**config.mk**
```make
export PLATFORM = sky130hd
export DESIGN_NAME = flash_sample_streamer
export DESIGN_NICKNAME = d
export VERILOG_FILES = /design/src/rtl/flash_sample_streamer.sv
export SDC_FILE = /design/constraint.sdc
export NUM_CORES = 1
export LEC_CHECK = 0
export BUFFER_PORTS_ARGS = -buffer_cell sky130_fd_sc_hd__clkbuf_2
export CORE_MARGIN = 5
export CORE_UTILIZATION = 45
export DETAILED_ROUTE_END_ITERATION = 7
export PLACE_DENSITY_LB_ADDON = 0.2
export SLEW_MARGIN = 10
export SYNTH_ARGS = -nofsm -noshare
export SYNTH_HDL_FRONTEND = slang
export SYNTH_SLANG_ARGS = --single-unit
```
**constraint.sdc**
```tcl
create_clock -name fetch_clock -period 4 [get_ports fetch_clock]
set_input_delay 0.6 -clock fetch_clock [delete_from_list [all_inputs] [get_ports fetch_clock]]
set_output_delay 0.6 -clock fetch_clock [all_outputs]
set_load 0.02 [all_outputs]
```
**src/rtl/flash_sample_streamer.sv**
```systemverilog
// Flash-backed audio sample streamer.
// Fetches one 32-bit flash word at a time over Avalon-MM and hands out 8- or 16-bit
// samples on each sample_req strobe. It plays forward or in reverse through a bounded
// word region, and either loops or stops at the clip end.
module flash_sample_streamer #(
  parameter int unsigned BASE       = 0,
  parameter int unsigned MAX_OFFSET = 16'h7FFF,
  parameter int unsigned ADDR_W     = 23,
  parameter int unsigned SAMPLE_W   = 8,
  parameter int unsigned LOOP       = 1
) (
  input  logic                fetch_clock,
  input  logic                reset,
  input  logic                flash_mem_waitrequest,
  input  logic [31:0]         flash_mem_readdata,
  input  logic                flash_mem_readdatavalid,
  output logic                flash_mem_read,
  output logic [ADDR_W-1:0]   flash_mem_address,
  input  logic                start,
  input  logic                pause,
  input  logic                reverse,
  input  logic                sample_req,
  output logic [SAMPLE_W-1:0] sample_out,
  output logic                sample_valid,
  output logic                underrun,
  output logic                busy,
  output logic                done
);

  localparam int unsigned SPW  = 32 / SAMPLE_W;
  localparam int unsigned IdxW = $clog2(SPW);

  localparam logic [ADDR_W-1:0] BaseAddr = ADDR_W'(BASE);
  localparam logic [ADDR_W-1:0] LastAddr = ADDR_W'(BASE + MAX_OFFSET);
  localparam logic [IdxW-1:0]   IdxLast  = IdxW'(SPW - 1);

  typedef enum logic [1:0] {StIdle, StReq, StWaitData, StServe} state_e;

  state_e                state_q, state_d;
  logic [ADDR_W-1:0]     word_addr_q, word_addr_d;
  logic [IdxW-1:0]       idx_q, idx_d;
  logic [31:0]           buf_q, buf_d;
  logic                  buf_full_q, buf_full_d;
  logic [SAMPLE_W-1:0]   sample_out_q, sample_out_d;
  logic                  sample_valid_q, sample_valid_d;
  logic                  underrun_q, underrun_d;
  logic                  done_q, done_d;
  // A read was abandoned while still in flight; its data beat must be swallowed.
  logic                  discard_q, discard_d;

  logic                  read_accept;
  logic                  drop_pending;
  logic                  req_live;
  logic                  word_last;
  logic                  clip_end;
  logic [31:0]           shifted;
  logic [SAMPLE_W-1:0]   cur_sample;

  // No new read is issued until an abandoned one has delivered its data, so at most
  // one read is ever outstanding.
  assign flash_mem_read    = (state_q == StReq) && !discard_q;
  assign flash_mem_address = word_addr_q;
  assign read_accept       = flash_mem_read && !flash_mem_waitrequest;

  // An abort leaves a data beat still to come if a read is accepted this cycle, we are
  // waiting on data that has not arrived, or an older abandoned beat is still due.
  assign drop_pending = read_accept
                     || ((state_q == StWaitData) && !flash_mem_readdatavalid)
                     || (discard_q && !flash_mem_readdatavalid);

  assign req_live   = sample_req && !pause;
  assign word_last  = reverse ? (idx_q == '0) : (idx_q == IdxLast);
  assign clip_end   = reverse ? (word_addr_q == BaseAddr) : (word_addr_q == LastAddr);
  assign shifted    = buf_q >> (32'(idx_q) * 32'(SAMPLE_W));
  assign cur_sample = shifted[SAMPLE_W-1:0];

  assign sample_out   = sample_out_q;
  assign sample_valid = sample_valid_q;
  assign underrun     = underrun_q;
  assign busy         = (state_q != StIdle);
  assign done         = done_q;

  // Next-state logic: start overrides everything, otherwise the per-state behaviour.
  always_comb begin
    state_d        = state_q;
    word_addr_d    = word_addr_q;
    idx_d          = idx_q;
    buf_d          = buf_q;
    buf_full_d     = buf_full_q;
    sample_out_d   = sample_out_q;
    sample_valid_d = 1'b0;
    underrun_d     = 1'b0;
    done_d         = done_q;
    discard_d      = discard_q;

    if (discard_q && flash_mem_readdatavalid) begin
      discard_d = 1'b0;
    end

    if (start) begin
      state_d     = StReq;
      word_addr_d = reverse ? LastAddr : BaseAddr;
      idx_d       = reverse ? IdxLast : '0;
      buf_full_d  = 1'b0;
      done_d      = 1'b0;
      discard_d   = drop_pending;
    end else begin
      unique case (state_q)
        StIdle: begin
        end
        StReq: begin
          if (req_live) begin
            underrun_d = 1'b1;
          end
          if (read_accept) begin
            state_d = StWaitData;
          end
        end
        StWaitData: begin
          if (req_live) begin
            underrun_d = 1'b1;
          end
          if (flash_mem_readdatavalid) begin
            buf_d      = flash_mem_readdata;
            buf_full_d = 1'b1;
            state_d    = StServe;
          end
        end
        StServe: begin
          if (req_live && buf_full_q) begin
            sample_out_d   = cur_sample;
            sample_valid_d = 1'b1;
            if (!word_last) begin
              idx_d = reverse ? (idx_q - IdxW'(1)) : (idx_q + IdxW'(1));
            end else begin
              buf_full_d = 1'b0;
              idx_d      = reverse ? IdxLast : '0;
              if (!clip_end) begin
                word_addr_d = reverse ? (word_addr_q - ADDR_W'(1))
                                      : (word_addr_q + ADDR_W'(1));
                state_d     = StReq;
              end else if (LOOP != 0) begin
                word_addr_d = reverse ? LastAddr : BaseAddr;
                state_d     = StReq;
              end else begin
                state_d = StIdle;
                done_d  = 1'b1;
              end
            end
          end
        end
        default: state_d = StIdle;
      endcase
    end
  end

  // State register with synchronous reset; reset still remembers an in-flight read.
  always_ff @(posedge fetch_clock) begin
    if (reset) begin
      state_q        <= StIdle;
      word_addr_q    <= BaseAddr;
      idx_q          <= '0;
      buf_q          <= '0;
      buf_full_q     <= 1'b0;
      sample_out_q   <= '0;
      sample_valid_q <= 1'b0;
      underrun_q     <= 1'b0;
      done_q         <= 1'b0;
      discard_q      <= drop_pending;
    end else begin
      state_q        <= state_d;
      word_addr_q    <= word_addr_d;
      idx_q          <= idx_d;
      buf_q          <= buf_d;
      buf_full_q     <= buf_full_d;
      sample_out_q   <= sample_out_d;
      sample_valid_q <= sample_valid_d;
      underrun_q     <= underrun_d;
      done_q         <= done_d;
      discard_q      <= discard_d;
    end
  end

endmodule

```
==> run metrics <==
CP Capture Type=register; Final Hold Viols=0; Routed WL=10500 um; gr ovfl total=0; Async S/R FF share, synth=0; Avg Inst Size Synth=8.12 um2; initial core utilization=0.464; Synth Flop Type=dfxtp_1; I/O Pins=76; Area Growth Syn to Fin=15.9%; worst setup path start=reverse; maximum clock rate=331 MHz; VDD IR max=0.187 mV; IO Port Bufs=between 70 and 80; max-slew violations=0; Placed Area=0.00452 mm2; Post-CTS Hold Fix Bufs=0; gpl congestion=0.917; Post-CTS Setup Inserts=0; Setup crit end=flash_mem_address[22]$_SDFFE_PP0P_; reg2reg end=flash_mem_address[22]$_SDFFE_PP0P_; Clock Skews=0.00637 ns; WP data required=4.29 ns; Crit Path Category=primary input to register; Multi-input gate area=0.00252 mm2; drt drc=0; share of post-route cells with drive strength above 1=0.185; fin nets=~640; first drt pass iteration count=6; status=finished, final reports clean; EDFF count, synth=1; clk sink count=71; Antenna Nets Post-Route=0; unrepaired setup endpoints after global routing=false; Final setup violation count=0; fin area=~0.0047 mm2; H-tree depth=3; fill cell count=851; Die Wd=105 um; n_diodes=0; Root Driver=clkbuf_8; Largest stage delay, worst path=0.52 ns; syn nets=568; Post-Syn Instances=501; Hold WC Path Type=register to register; first-pass GRT wire length=17300 um; pin count of the biggest net entering global routing=60; CTS tree=yes; # resized after CTS=0; FF+latch area=0.00143 mm2; Yosys cell types=53; cells along the critical path=clkbuf_2, fa_1, a21oi_1, o211ai_1, a32o_1, a21o_1, a211o_1, or4_1, nand3_1; slowest stage cell, crit path=fa_1; Worst Tran Pin Value=0.909 ns; Post-Synthesis Cell Area=0.00407 mm2; Num CTS Buffers=9; Max Cap Viol=0; r2r startpoint=flash_mem_address[0]$_SDFFE_PP0P_; Pwr per Cell Area=335 mW/mm2; core box area=between 0.008 and 0.009 mm2; Tot GR Track Use=0.188; drt initial violations=283; leakage=1.98 nW; Wirelength per Cell=15.4 um; die area=around 0.011 mm2; register area share after synthesis=0.352; Final Critical Period=slightly above 3 ns; Worst slew margin=0.389; Clock Latency Late Sink=0.35 ns; Period Utilization, post-route=0.756; DP Wirelength=7640 um; post-DR vias/cell=~5.7; vias in the first global route=3609; row count=34; CP arrival=between 3 and 4 ns; Die Ht=between 100 and 150 um; Vias=3876; number of synthesized register bits=around 70; R2R Setup Slk=1.24 ns; antenna violations before repair=0; most common cell after layout, fill and taps aside=nand2_1; Clock Pin Slew Worst Setup and Hold Paths=0.08 ns; Max clock buf depth=2; Worst Reg-to-Reg Cells=8; commonest non-fill, non-tap cells in the layout=102 x nand2_1, 74 x clkbuf_2, 70 x dfxtp_1; Ys Warns=0; Crit Path Max Fanout=22; Fin Setup TNS=0 ns; crit start category=primary input
[state kept, by name (all words and copies together), names as in the netlist]
name and cells:
buf_full_q 1, buf_q 32, discard_q 1, flash_mem_address 23, idx_q 2, sample_out 8
sample_valid 1, state_q 2, underrun 1
[worst min path at each step]
stage	startpoint	endpoint	slack (ns)	depth (start not counted)
2_1_floorplan	buf_q[16]$_SDFFE_PP0P_	buf_q[16]$_SDFFE_PP0P_	0.43	2
3_3_place_gp	buf_q[9]$_SDFFE_PP0P_	buf_q[9]$_SDFFE_PP0P_	0.44	2
3_5_place_dp	buf_q[10]$_SDFFE_PP0P_	buf_q[10]$_SDFFE_PP0P_	0.45	2
4_1_cts	flash_mem_readdata[28]	buf_q[28]$_SDFFE_PP0P_	0.45	3
5_1_grt	flash_mem_readdata[2]	buf_q[2]$_SDFFE_PP0P_	0.46	3
6_report	buf_q[10]$_SDFFE_PP0P_	buf_q[10]$_SDFFE_PP0P_	0.46	2
[report_power, final]
| group | switching, mW | total [mW] | internal (mW) | leakage [nW] |
|---|---|---|---|---|
| Sequential | 0.0276 | 0.753 | 0.726 | 0.579 |
| Combinational | 0.160 | 0.274 | 0.114 | 1.30 |
| Clock | 0.291 | 0.555 | 0.264 | 0.0978 |
| Total | 0.479 | 1.58 | 1.10 | 1.98 |
[synth_stat cells (all sizes together) (3+ instances only)]
cell,number,area (um2)
xnor2,10,87.6
or3,3,18.8
clkbuf,18,67.6
o21ai,16,80.1
ha,26,325
mux4,8,180
xor2,8,70.1
a31oi,3,18.8
nand4,5,31.3
a22o,8,70.1
inv,10,37.5
nor3,6,30.0
a211o,3,26.3
a21oi,67,339
and3,4,25.0
o22ai,7,43.8
a2111oi,3,26.3
a22oi,3,22.5
nor4,5,31.3
nor2b,4,25.0
nand2b,3,18.8
o21bai,5,37.5
a211oi,9,67.6
buf,5,23.8
nor2,33,124
nand3,10,50.1
nand2,102,383
dfxtp,70,1400
a222oi,4,40.0
o21a,7,52.6
a21o,10,75.1
[routing by layer]
metal | vias up | GRT usage | part of all wire
met3 | 11 | 0.0456 | 0.058
met5 | - | 0 | 0
li1 | 1957 | - | -
met1 | 1801 | 0.251 | 0.46
met2 | 107 | 0.304 | 0.47
met4 | 0 | 0.0502 | 0.0092
[per-stage QoR]
step / hold slack [ns] / setup WS (ns) / power [mW] / std cells / util
CTS: 0.449 / 0.993 / 1.60 / 680 / 0.538
finish: 0.456 / 0.976 / 1.58 / 680 / 0.538
global route: 0.455 / 0.835 / 1.66 / 680 / 0.538
floorplan: 0.433 / 1.30 / 0.959 / 501 / -
global placement: 0.441 / 0.682 / 1.04 / 665 / 0.516
detailed placement: 0.449 / 0.627 / 1.04 / 665 / 0.516
[cells by family after synthesis]
logic type,count (synthesis),share of synthesized area
and+or+nand+nor,185,0.199
AOI/OAI and AO/OA,158,0.249
DFF,71,0.352
buffers and inverters,33,0.0317
adders and majority gates,27,0.0848
xor gates and xnor gates,18,0.0387
muxes,8,0.0443
other,1,0.000921
[worst max-delay path, delay by kind of cell]
| kind | cells | cell delay, ns |
|---|---|---|
| fa+ha+maj | 1 | 0.52 |
| compound gates | 5 | 1.26 |
| simple gates | 2 | 0.58 |
| buf+inv | 1 | 0.33 |
[area by class of cell]
type                       instances  share of cell area
clock buffer                      10              0.0316
inverter                          10             0.00796
sequential                        71               0.303
timing repair buffer              79              0.0864
multi-input combinational        397               0.534
tap                              108              0.0286
clock inverter                     5             0.00849
Power figures use the tool's default switching activity.
